<file path="src/rtl/hazard_stall_controller.sv">
// Load-use stall, branch flush and HALT sequencer for the 5-stage MIPS pipeline.
// Define STALL_COUNT_EN to add the o_bubble_count port and its bubble counter.
module hazard_stall_controller #(
    parameter int unsigned REG_ADDR_W   = 5,
    parameter int unsigned STALL_CYCLES = 1,
    parameter int unsigned CNT_W        = 32
) (
    input  logic                  i_clock,
    input  logic                  i_reset,
    input  logic                  i_enable,
    input  logic [REG_ADDR_W-1:0] i_id_rs,
    input  logic [REG_ADDR_W-1:0] i_id_rt,
    input  logic                  i_id_uses_rt,
    input  logic [REG_ADDR_W-1:0] i_ex_rt,
    input  logic                  i_ex_mem_read,
    input  logic                  i_branch_taken,
    input  logic                  i_halt,
    output logic                  o_burbuja,
    output logic                  o_pc_write,
    output logic                  o_ifid_write,
    output logic                  o_ifid_flush,
`ifdef STALL_COUNT_EN
    output logic                  o_halted,
    output logic [CNT_W-1:0]      o_bubble_count
`else
    output logic                  o_halted
`endif
);

    localparam int unsigned StallW = $clog2(STALL_CYCLES + 1);
    localparam logic [StallW-1:0] StallInit = StallW'(STALL_CYCLES - 1);

    typedef enum logic [1:0] {
        StRun   = 2'd0,
        StStall = 2'd1,
        StHalt  = 2'd2
    } state_e;

    state_e            state_q, state_d;
    logic [StallW-1:0] stall_cnt_q, stall_cnt_d;
    logic              halted_q, halted_d;
    logic              load_use;

    assign load_use = i_ex_mem_read && (i_ex_rt != '0) &&
                      ((i_ex_rt == i_id_rs) || (i_id_uses_rt && (i_ex_rt == i_id_rt)));

    always_ff @(posedge i_clock) begin
        if (i_reset) begin
            state_q     <= StRun;
            stall_cnt_q <= '0;
            halted_q    <= 1'b0;
        end else begin
            state_q     <= state_d;
            stall_cnt_q <= stall_cnt_d;
            halted_q    <= halted_d;
        end
    end

    always_comb begin
        state_d     = state_q;
        stall_cnt_d = stall_cnt_q;
        halted_d    = halted_q;
        if (i_enable) begin
            unique case (state_q)
                StRun: begin
                    if (i_halt) begin
                        state_d  = StHalt;
                        halted_d = 1'b1;
                    end else if (load_use && (STALL_CYCLES > 1)) begin
                        // First bubble is issued from RUN; STALL covers the rest.
                        state_d     = StStall;
                        stall_cnt_d = StallInit;
                    end
                end
                StStall: begin
                    if (stall_cnt_q == StallW'(1)) begin
                        state_d     = StRun;
                        stall_cnt_d = '0;
                    end else begin
                        stall_cnt_d = stall_cnt_q - StallW'(1);
                    end
                end
                StHalt: begin
                    state_d = StHalt;
                end
                default: begin
                    state_d     = StRun;
                    stall_cnt_d = '0;
                end
            endcase
        end
    end

    always_comb begin
        o_burbuja    = 1'b0;
        o_pc_write   = 1'b1;
        o_ifid_write = 1'b1;
        o_ifid_flush = 1'b0;
        if (i_reset) begin
            o_burbuja    = 1'b1;
            o_pc_write   = 1'b0;
            o_ifid_write = 1'b0;
        end else if (!i_enable) begin
            o_pc_write   = 1'b0;
            o_ifid_write = 1'b0;
        end else begin
            unique case (state_q)
                StRun: begin
                    if (i_halt || load_use) begin
                        o_burbuja    = 1'b1;
                        o_pc_write   = 1'b0;
                        o_ifid_write = 1'b0;
                    end else if (i_branch_taken) begin
                        o_ifid_flush = 1'b1;
                    end
                end
                default: begin
                    o_burbuja    = 1'b1;
                    o_pc_write   = 1'b0;
                    o_ifid_write = 1'b0;
                end
            endcase
        end
    end

    assign o_halted = halted_q;

`ifdef STALL_COUNT_EN
    logic [CNT_W-1:0] bubble_cnt_q;

    always_ff @(posedge i_clock) begin
        if (i_reset) begin
            bubble_cnt_q <= '0;
        end else if (i_enable && o_burbuja && (state_q != StHalt)) begin
            bubble_cnt_q <= bubble_cnt_q + CNT_W'(1);
        end
    end

    assign o_bubble_count = bubble_cnt_q;
`else
    logic unused_cnt_w;
    assign unused_cnt_w = ^CNT_W;
`endif

endmodule

</file>
<file path="config.mk">
export PLATFORM = sky130hd
export DESIGN_NAME = hazard_stall_controller
export DESIGN_NICKNAME = d
export VERILOG_FILES = /design/src/rtl/hazard_stall_controller.sv
export SDC_FILE = /design/constraint.sdc
export NUM_CORES = 1
export LEC_CHECK = 0
export CAP_MARGIN = 10
export CORE_AREA = 2 2 39 41
export DETAILED_ROUTE_END_ITERATION = 8
export DIE_AREA = 0 0 41 43
export PLACE_DENSITY = 0.63
export RECOVER_POWER = 50
export SYNTH_ARGS = -nofsm -noshare
export SYNTH_HDL_FRONTEND = slang
export SYNTH_SLANG_ARGS = --single-unit
</file>
<file path="constraint.sdc">
create_clock -name i_clock -period 2.75 [get_ports i_clock]
set_input_delay 0.275 -clock i_clock [delete_from_list [all_inputs] [get_ports i_clock]]
set_output_delay 0.275 -clock i_clock [all_outputs]
set_load 0.01 [all_outputs]
</file>
# Yosys cells after proc, flatten, opt, wreduce, memory -nomap -nowiden
# Index checks and enable logic that the tools add are counted.
word_totals:
  reg_bits: 4
  in_bits: 22
  elab_cells: 40
op_classes:
  n_addsub: 1
  n_eq_ne: 6
  n_mux: 18
  bitwise: 1
  n_reduce_logical: 11
ops:
  columns: ["operator", "count"]
  rows:
  - ["1-bit 2-to-1 mux", 14]
  - ["5-bit == test", 2]
  - ["2-bit one-hot mux with 3 select lines", 1]
  - ["3-bit AND reduction", 2]
  - ["5-bit nonzero test", 1]
  - ["2-bit 2-to-1 mux", 2]
  - ["2-bit inequality test, second input constant", 2]
  - ["1-bit logical AND", 3]
  - ["2-bit by 1-bit == test with 1-bit output, second input constant", 1]
  - ["2-bit == test, second input constant", 1]
  - ["2-bit zero test", 1]
  - ["1-bit logical OR", 2]
  - ["1-bit one-hot mux with 2 select lines", 1]
  - ["2-bit AND reduction", 1]
  - ["2-bit OR reduction", 1]
  - ["1-bit inverter", 1]
  - ["1-bit subtractor, second input constant", 1]

# Logic depth before layout (Yosys ltp)
depth:
  ltp_word: 9
  depth_mapped: 5
  mapped_depth_nobuf: 4

# Worst setup path before layout
# OpenSTA, ideal clock, no wires.
synth_path:
  kind: "reg-to-output"
  from: "register state_q[1]"
  to: "output port o_pc_write"
  arrival_ps: 1421
  required_ps: 2475
  setup_slack_ps: 1054
  stages_incl_launch_ff: 4
  path_buffers: 1
  path_cell_list: "dfxtp_1 > or4b_2 > a21oi_1 > buf_4"
synth_via:
  elab_chain_len: 4
synth_lines:
  columns: ["item", "line", "text"]
  rows:
  - ["from (decl)", "39", "state_e state_q, state_d;"]
  - ["from (signal assigned)", "49", "state_q <= StRun;"]
  - ["from (signal assigned)", "53", "state_q <= state_d;"]
  - ["2-bit zero test", null, null]
  - ["1-bit 2-to-1 mux (3 in a row)", null, null]
  - ["to (decl)", "19", "output logic o_pc_write,"]
# No other way between the ends.

# Final worst setup path
layout_path:
  from: "input port i_enable"
  to: "output port o_ifid_flush"
layout_via:
  elab_chain_len: 2
layout_lines:
  columns: ["item", "line", "text"]
  rows:
  - ["from (decl)", "10", "input logic i_enable,"]
  - ["1-bit 2-to-1 mux", "103", "end else if (!i_enable) begin"]
  - ["1-bit 2-to-1 mux", "99", "if (i_reset) begin"]
  - ["to (decl)", "21", "output logic o_ifid_flush,"]
# No other way between the ends.

==> run summary <==
Routed via count - 308
Post-CTS Hold Buffers - 0
Nets - 83
Area Growth Syn to Fin - 122%
Syn avg cell area - 7.79 µm²
CP cell instances - dlygate4sd3_1, or4b_2, a211oi_1, clkdlybuf4s50_1
Hold Path Origin - o_halted
Worst-skew pair later-pin latency - 220 ps
Final ANT Viol Nets - 0
Largest net degree at the start of global routing - 6
WL/cell - 8.68 µm
Slowest cell on crit path - or4b_2
Reg clk slew, reported paths - 30 ps
Yosys cell types - 16
Hold WS - 466 ps
GRT Total Usage - 8.82%
Synth Instances - 31
Hold Fails Final Rpt - 0
# DRC - 0
# fillers - 149
Initial Utilization - 17.5%
CP Buf/Inv Count - 2
Synth top area cells - xnor2_1, dfxtp_1, o21a_1
Initial antenna violation count - 0
DR vias/cell - 4.11
First-pass GRT wire length - 1070 µm
Post-Route WL - 651 µm
Register area - 40.0 µm²
RSZ-0062 raised after global routing - false
Power Density - 308 mW/mm²
Reg2Reg Depth - 3
Die footprint - 0.00176 mm²
Root Driver - clkbuf_4
Synth area leader - xnor2_1
Core ar. - 0.00138 mm²
Worst slew pin tran - 306 ps
Crit path DAT - 2300 ps
Hold Path Sink - o_halted
Multi-input gate area - 186 µm²
I/O Pins - 27
EDFF count, synth - 0
Primary FF master, synth - dfxtp_1
CP Class - primary input to output pin
Die outline width - 41 µm
Final Max Slew Viols - 0
Initial DRT Pass Iterations - 2
Total gr overflow - 0
Worst slew margin - 79.6%
TritonCTS clock tree - built
Most common cell after layout, fill and taps aside - clkdlybuf4s50_1
Tcrit/Tclk final - 93.8%
Layout Cells excl Fill - 75
Synthesis warning total - 0
Path type of the worst min-delay path - flip-flop to flip-flop
Seq/Total Area, Yosys - 16.6%
Final HPWL DP - 560 µm
Number of buffers created by CTS - 3
Port Buf Inserts - 26
Hold path cells - 2
H-tree Lvls - 1
Crit-path leading delay family - buffers and inverters
Diode count - 0
Peak supply drop - 103 µV
RR Endpoint - o_halted
Ys async rst share - 0%
Worst EP required - 2480 ps
Fmax - 388 MHz
Crit start category - primary input
Max_cap viols - 0
Start of the worst register-to-register path - state_q[1]
Final Core Density - 38.8%
Setup TNS Final - 0 ps
Most frequent cells in the layout - clkdlybuf4s50_1, xnor2_1, clkbuf_4
Share of cells above drive strength 1 - 6.78%
Die H - 43 µm
Clock sinks - 2
Vias in the first global route - 282
Routability-driven placement congestion ratio - 0.644
Final Critical Period - 2580 ps
Syn Nets - 53
Post-route clock skew - 2.42 ps
Row count - 14
Post-synthesis cell area - 241 µm²
Worst path max stage delay - 620 ps
Reg2reg setup slack - 2060 ps
Number of setup buffers added after CTS - 0
Crit Path Max Fanout - 5
Status - complete, no violations
Cts repair resizes - 0
Synth top area share - 36.3%
Final setup violation count - 0
Clock buffer depth - 2
Leakage - 0.187 nW
Yosys reg bits - 2
Initial DRC count - 1
Placed instance count - 72
Crit. End Element - output pin
## where the power goes
| group | leakage, nW | internal, mW | switching, mW |
|---|---|---|---|
| combinational | 0.157 | 0.0468 | 0.0218 |
| sequential | 0.0166 | 0.0313 | 0.00143 |
| clock | 0.0138 | 0.0481 | 0.0161 |
## cell type report
type                       instances  share of cell area [%]
timing repair buffer              26                    48.5
clock buffer                       3                    4.20
multi-input combinational         26                    34.7
sequential                         2                    7.46
tap                               16                    3.73
inverter                           2                    1.40
## worst max-delay path by stage
stage,slack (ps),cells after the start,end,startpoint
2_1_floorplan,1050,3,o_pc_write,state_q[1]
3_3_place_gp,210,5,o_burbuja,i_ex_rt[1]
3_5_place_dp,200,5,o_burbuja,i_ex_rt[1]
4_1_cts,190,5,o_burbuja,i_ex_rt[1]
5_1_grt,50,4,o_ifid_flush,i_enable
6_report,170,4,o_ifid_flush,i_enable
## logic make-up after synthesis
logic type	after synthesis	share of synthesized area [%]
compound gates	8	22.8
xor+xnor	10	36.3
buf+inv	3	6.22
flops	2	16.6
simple gates	8	18.1
## synthesized netlist by cell type (2+ instances only)
cell     count
a21oi_1      2
dfxtp_1      2
inv_1        2
nor2_1       2
xnor2_1     10
nand2_1      2
o21a_1       2
## worst register-to-register path: cells and delay by family (launching register included)
kind,cells,cell delay [ps]
flip-flops,1,360
AO/OA/AOI/OAI,1,120
buffers and inverters,1,50
AND/OR/NAND/NOR,1,50
## state kept, by name, indices dropped and copies added, names as in the netlist
register and cells:
o_halted 1, state_q 1
## through the flow
stage	instance area, µm²	setup WS [ps]	power (mW)
after floorplan	241	1050	0.0587
after detailed placement	514	200	0.103
final	537	171	0.165
after global placement	514	213	0.103
after CTS	537	190	0.172
after global routing	537	49.7	0.177
## routing by layer
metal / track usage, % / part of all wire [%] / routed length, µm
met3: 0.524 / 9.8 / 64
met1: 11.5 / 43 / 277
met5: 0 / 0 / 0
met4: 8.00 / 0 / 0
met2: 12.2 / 47 / 309
Power figures use the tool's default switching activity.
